==> src/rtl/key_debounce.sv <==
// Push-button conditioner: 2-FF synchroniser, debounce FSM, and one-cycle
// press / release / long-press event pulses with a debounced key level.
module key_debounce #(
  parameter int unsigned DEBOUNCE_CYCLES   = 1000000,
  parameter int unsigned LONG_PRESS_CYCLES = 50000000,
  parameter bit          ACTIVE_LOW        = 1'b1
) (
  input  logic clk50m,
  input  logic reset_n,
  input  logic key_in,
  output logic key_level,
  output logic press_pulse,
  output logic release_pulse,
  output logic long_press_pulse,
  output logic hold_active
);

  localparam int unsigned DW = $clog2(DEBOUNCE_CYCLES);
  localparam int unsigned LW = $clog2(LONG_PRESS_CYCLES);

  localparam logic [DW-1:0] DCNT_LOAD = DW'(DEBOUNCE_CYCLES - 32'd1);
  localparam logic [DW-1:0] DCNT_ONE  = DW'(32'd1);
  localparam logic [DW-1:0] DCNT_ZERO = DW'(32'd0);
  localparam logic [LW-1:0] LCNT_LOAD = LW'(LONG_PRESS_CYCLES - 32'd1);
  localparam logic [LW-1:0] LCNT_ONE  = LW'(32'd1);
  localparam logic [LW-1:0] LCNT_ZERO = LW'(32'd0);

  // Level the pin rests at when the key is not pressed.
  localparam logic PIN_IDLE = ACTIVE_LOW;

  typedef enum logic [2:0] {
    ST_IDLE         = 3'd0,
    ST_PRESS_WAIT   = 3'd1,
    ST_PRESSED      = 3'd2,
    ST_LONG_HELD    = 3'd3,
    ST_RELEASE_WAIT = 3'd4
  } state_t;

  state_t        state_q, state_d;
  logic          sync1_q, sync1_d;
  logic          sync2_q, sync2_d;
  logic [DW-1:0] dcnt_q, dcnt_d;
  logic [LW-1:0] lcnt_q, lcnt_d;
  logic          from_long_q, from_long_d;
  logic          key_level_q, key_level_d;
  logic          press_q, press_d;
  logic          release_q, release_d;
  logic          long_q, long_d;
  logic          hold_q, hold_d;
  logic          act;

  assign act = sync2_q ^ ACTIVE_LOW;

  // Next-state and output decode for the synchroniser and debounce FSM.
  always_comb begin
    sync1_d     = key_in;
    sync2_d     = sync1_q;
    state_d     = state_q;
    dcnt_d      = dcnt_q;
    lcnt_d      = lcnt_q;
    from_long_d = from_long_q;
    key_level_d = key_level_q;
    hold_d      = hold_q;
    press_d     = 1'b0;
    release_d   = 1'b0;
    long_d      = 1'b0;

    case (state_q)
      ST_IDLE: begin
        if (act) begin
          state_d = ST_PRESS_WAIT;
          dcnt_d  = DCNT_LOAD;
        end else begin
          state_d = ST_IDLE;
        end
      end

      ST_PRESS_WAIT: begin
        if (!act) begin
          state_d = ST_IDLE;
        end else if (dcnt_q == DCNT_ZERO) begin
          state_d     = ST_PRESSED;
          press_d     = 1'b1;
          key_level_d = 1'b1;
          lcnt_d      = LCNT_LOAD;
        end else begin
          dcnt_d = dcnt_q - DCNT_ONE;
        end
      end

      // A release seen on the same edge as lcnt==0 wins; the long pulse
      // is then deferred until the glitch returns us here.
      ST_PRESSED: begin
        if (!act) begin
          state_d     = ST_RELEASE_WAIT;
          dcnt_d      = DCNT_LOAD;
          from_long_d = 1'b0;
        end else if (lcnt_q == LCNT_ZERO) begin
          state_d = ST_LONG_HELD;
          long_d  = 1'b1;
          hold_d  = 1'b1;
        end else begin
          lcnt_d = lcnt_q - LCNT_ONE;
        end
      end

      ST_LONG_HELD: begin
        if (!act) begin
          state_d     = ST_RELEASE_WAIT;
          dcnt_d      = DCNT_LOAD;
          from_long_d = 1'b1;
        end else begin
          state_d = ST_LONG_HELD;
        end
      end

      ST_RELEASE_WAIT: begin
        if (act) begin
          state_d = from_long_q ? ST_LONG_HELD : ST_PRESSED;
        end else if (dcnt_q == DCNT_ZERO) begin
          state_d     = ST_IDLE;
          release_d   = 1'b1;
          key_level_d = 1'b0;
          hold_d      = 1'b0;
        end else begin
          dcnt_d = dcnt_q - DCNT_ONE;
        end
      end

      default: begin
        state_d = ST_IDLE;
      end
    endcase
  end

  // State and output registers; synchroniser resets to the released pin level.
  always_ff @(posedge clk50m or negedge reset_n) begin
    if (!reset_n) begin
      sync1_q     <= PIN_IDLE;
      sync2_q     <= PIN_IDLE;
      state_q     <= ST_IDLE;
      dcnt_q      <= DCNT_ZERO;
      lcnt_q      <= LCNT_ZERO;
      from_long_q <= 1'b0;
      key_level_q <= 1'b0;
      press_q     <= 1'b0;
      release_q   <= 1'b0;
      long_q      <= 1'b0;
      hold_q      <= 1'b0;
    end else begin
      sync1_q     <= sync1_d;
      sync2_q     <= sync2_d;
      state_q     <= state_d;
      dcnt_q      <= dcnt_d;
      lcnt_q      <= lcnt_d;
      from_long_q <= from_long_d;
      key_level_q <= key_level_d;
      press_q     <= press_d;
      release_q   <= release_d;
      long_q      <= long_d;
      hold_q      <= hold_d;
    end
  end

  assign key_level        = key_level_q;
  assign press_pulse      = press_q;
  assign release_pulse    = release_q;
  assign long_press_pulse = long_q;
  assign hold_active      = hold_q;

endmodule

==> config.mk <==
export PLATFORM = sky130hd
export DESIGN_NAME = key_debounce
export DESIGN_NICKNAME = d
export VERILOG_FILES = /design/src/rtl/key_debounce.sv
export SDC_FILE = /design/constraint.sdc
export NUM_CORES = 1
export LEC_CHECK = 0
export CELL_PAD_IN_SITES_DETAIL_PLACEMENT = 0
export CELL_PAD_IN_SITES_GLOBAL_PLACEMENT = 2
export CORE_AREA = 4 4 99 101
export DETAILED_ROUTE_END_ITERATION = 10
export DIE_AREA = 0 0 103 105
export GPL_TIMING_DRIVEN = 0
export HOLD_SLACK_MARGIN = 0.08
export PLACE_DENSITY = 0.74
export SLEW_MARGIN = 0
export SYNTH_ARGS = -nofsm -noshare
export SYNTH_HDL_FRONTEND = slang
export SYNTH_SLANG_ARGS = --single-unit
==> constraint.sdc <==
create_clock -name clk50m -period 6.85 [get_ports clk50m]
set_input_delay 1.7125 -clock clk50m [delete_from_list [all_inputs] [get_ports clk50m]]
set_output_delay 1.7125 -clock clk50m [all_outputs]
set_load 0.05 [all_outputs]
==> flow_metrics.env <==
export IMPL_crit_type="reg -> out"
export IMPL_syn_num_nets=322
export IMPL_ys_types=59
export IMPL_reg2reg_from="state_q[0]$_DFFE_PN0P_"
export IMPL_whs_ns=0.359
export IMPL_synth_top_area_share_pct=44.5
export IMPL_ant_nets=0
export IMPL_setup_violations=0
export IMPL_synth_edf_count=0
export IMPL_clock_root_buffer="clkbuf_8"
export IMPL_final_area_mm2=0.00353
export IMPL_skew_ns=0.00977
export IMPL_stdcell_count=451
export IMPL_grt_use_met2_pct=22.6
export IMPL_ys_flop_type="dfrtp_1"
export IMPL_maxCapViolCount=0
export IMPL_yosys_top_cells_area="dfrtp_1 45%, o21ai_1 2.8%, nor2_1 2.7%, or4_1 2.7%, or3_1 2.6%"
export IMPL_worstReg2RegEnd="dcnt_q[11]$_DFFE_PN0P_"
export IMPL_fmax_ghz=0.307
export IMPL_crit_path_max_incr_delay_ns=0.82
export IMPL_fin_tns_setup_ns=0
export IMPL_slew_violations=0
export IMPL_use_met1_pct=20.6
export IMPL_grt_pass1_vias=2495
export IMPL_worstPathRequired_ns=5.14
export IMPL_totalPowerFinal_uw=736
export IMPL_cts_hold_buffers_added=0
export IMPL_p_leak_nw=1.45
export IMPL_cts_max_level=3
export IMPL_num_rows=35
export IMPL_drtIter0Drc=108
export IMPL_dpl_hpwl_um=5170
export IMPL_setup_worst_path_start="key_level$_DFFE_PN0P_"
export IMPL_post_cts_resized=0
export IMPL_syn_inst=316
export IMPL_ir_drop_mv=0.0852
export IMPL_cellPowerDensity_mw_per_mm2=208
export IMPL_yosysSeqAreaShare_pct=46.2
export IMPL_drt_pass1_iter_count=4
export IMPL_setup_worst_path_end_class="primary output"
export IMPL_hold_viol=0
export IMPL_fin_crit_ns=3.25
export IMPL_async_flop_share_pct=100
export IMPL_post_cts_buffers=0
export IMPL_drc=0
export IMPL_placed_area_mm2=0.00331
export IMPL_cp_cell_sequence="clkdlybuf4s50_1"
export IMPL_cts_path_max_buffers=2
export IMPL_port_buffers=7
export IMPL_path_max_fanout=3
export IMPL_grt_max_degree=31
export IMPL_cts_made_buffers=9
export IMPL_mostFrequentLayoutCells="55 x dfrtp_1, 22 x nor2_1, 21 x nand2_1"
export IMPL_grt_antenna_before_repair=0
export IMPL_period_share_pct=47.5
export IMPL_vias_per_cell=5.49
export IMPL_synth_warnings=0
export IMPL_ys_seq_elements=57
export IMPL_start_kind="register"
export IMPL_place_congestion=0.747
export IMPL_slowest_stage="clkdlybuf4s50_1"
export IMPL_status="completed"
export IMPL_overflow=0
export IMPL_top_usage_layer="met2"
export IMPL_dp_slack_ns=3.97
export IMPL_core_area_mm2=0.00902
export IMPL_die_h_um=105
export IMPL_clk_pin_slew_ns=0.08
export IMPL_worst_pin_slew_ns=0.900
export IMPL_grt_pass1_wl_um=12600
export IMPL_crit_arrival_ns=1.54
export IMPL_vias=2478
export IMPL_syn_area_per_cell_um2=9.78
export IMPL_cts_sinks=57
export IMPL_dieWidth_um=103
export IMPL_yosysTopAreaCell="dfrtp_1"
export IMPL_die_area_mm2=0.0108
export IMPL_hold_start="sync1_q$_DFF_PN1_"
export IMPL_crit_end="key_level"
export IMPL_grt_usage_pct=14.8
export IMPL_tritoncts="done"
export IMPL_ios=8
export IMPL_clkLatencyLatePin_ns=0.34
export IMPL_ff2ff_path_depth=7
export IMPL_syn_to_final_growth_pct=14.3
export IMPL_min_path_type="reg -> reg"
export IMPL_rsz0062_at_grt="no"
export IMPL_syn_area_mm2=0.00309
export IMPL_post_route_cells_drive_above_1_share_pct=12.9
export IMPL_routed_wl_um=7350
export IMPL_relSlewSlack_pct=39.6
export IMPL_cp_top_family="buffers and inverters"
export IMPL_dp_cells=435
export IMPL_final_util_pct=39.2
export IMPL_start_util_pct=34.3
export IMPL_n_antenna_cell=0
export IMPL_wl_per_cell_um=16.3
export IMPL_grtUsageMet3_pct=2.67
export IMPL_setup_ws_ns=3.60
export IMPL_cp_depth=1
export IMPL_cp_buffers_inverters=1
export IMPL_r2r_slack_ns=4.27
export IMPL_nNetsFinal=341
export IMPL_final_common_cell="dfrtp_1"
cells in the mapped netlist (all sizes together) (3+ instances only):
master and n:
or4b 3, buf 9, nor3 16, a31oi 4, nand3 16, o31ai 6
o211ai 6, nor4 8, xor2 9, or2 3, or4 13, ha 3
o31a 3, nand4 4, dfrtp 55, nand2 21, o21ai 20, clkbuf 5
a21oi 16, or3 13, nand2b 4, and3 5, mux2i 4, inv 9
xnor2 3, and4 3, nor2 22, nand4b 4, a31o 3
report_power, final:
group / total (mW) / internal [mW] / switching [mW]
Combinational: 0.0334 / 0.0110 / 0.0224
Clock: 0.354 / 0.205 / 0.149
Sequential: 0.349 / 0.343 / 0.00581
Total: 0.736 / 0.559 / 0.177
sequential cells by signal, indices dropped and copies added, names as in the netlist:
register and count:
press_pulse 1, sync1_q 1, long_press_pulse 1, dcnt_q 20, state_q 3, hold_active 1
lcnt_q 26, key_level 1, sync2_q 1, release_pulse 1, from_long_q 1
worst register-to-register path, cell delays in order (launching register included):
cell and delay [ns]:
dfrtp_1 0.36, buf_2 0.18, or2_1 0.27, o31ai_2 0.74, o31ai_1 0.22, buf_2 0.24, or3_1 0.35, a21oi_1 0.14
worst min path at each step:
| stage | cells after the start | slack [ns] | end |
|---|---|---|---|
| 2_1_floorplan | 0 | 0.35 | sync2_q$_DFF_PN1_ |
| 3_3_place_gp | 0 | 0.35 | sync2_q$_DFF_PN1_ |
| 3_5_place_dp | 0 | 0.35 | sync2_q$_DFF_PN1_ |
| 4_1_cts | 0 | 0.36 | sync2_q$_DFF_PN1_ |
| 5_1_grt | 0 | 0.37 | sync2_q$_DFF_PN1_ |
| 6_report | 0 | 0.36 | sync2_q$_DFF_PN1_ |
cell type report:
class | instances | area [um^2]
Fill cell | 938 | 5490
Multi-Input combinational cell | 236 | 1560
Sequential cell | 57 | 1430
Tap cell | 111 | 139
Clock buffer | 9 | 124
Clock inverter | 7 | 93.8
Timing Repair Buffer | 8 | 85.1
Buffer | 14 | 70.1
Inverter | 9 | 33.8
layer usage:
metal | up-vias | part of all wire (%)
met5 | - | 0
met4 | 0 | 1.3
met3 | 8 | 1.7
met2 | 16 | 48
met1 | 1226 | 49
li1 | 1228 | -
cells by family (layout without fill, tap and decap cells):
| logic type | Yosys count | count (layout) | share of synthesized area, % |
|---|---|---|---|
| AND/OR/NAND/NOR | 147 | 147 | 29.2 |
| adder cells (fa/ha/maj) | 3 | 3 | 1.21 |
| flip-flops | 57 | 57 | 46.2 |
| multiplexers | 5 | 5 | 1.66 |
| AO/OA/AOI/OAI | 69 | 69 | 14.9 |
| buffers and inverters | 23 | 47 | 3.36 |
| XOR/XNOR | 12 | 12 | 3.40 |
No activity file was read; power rests on OpenSTA's default activity.
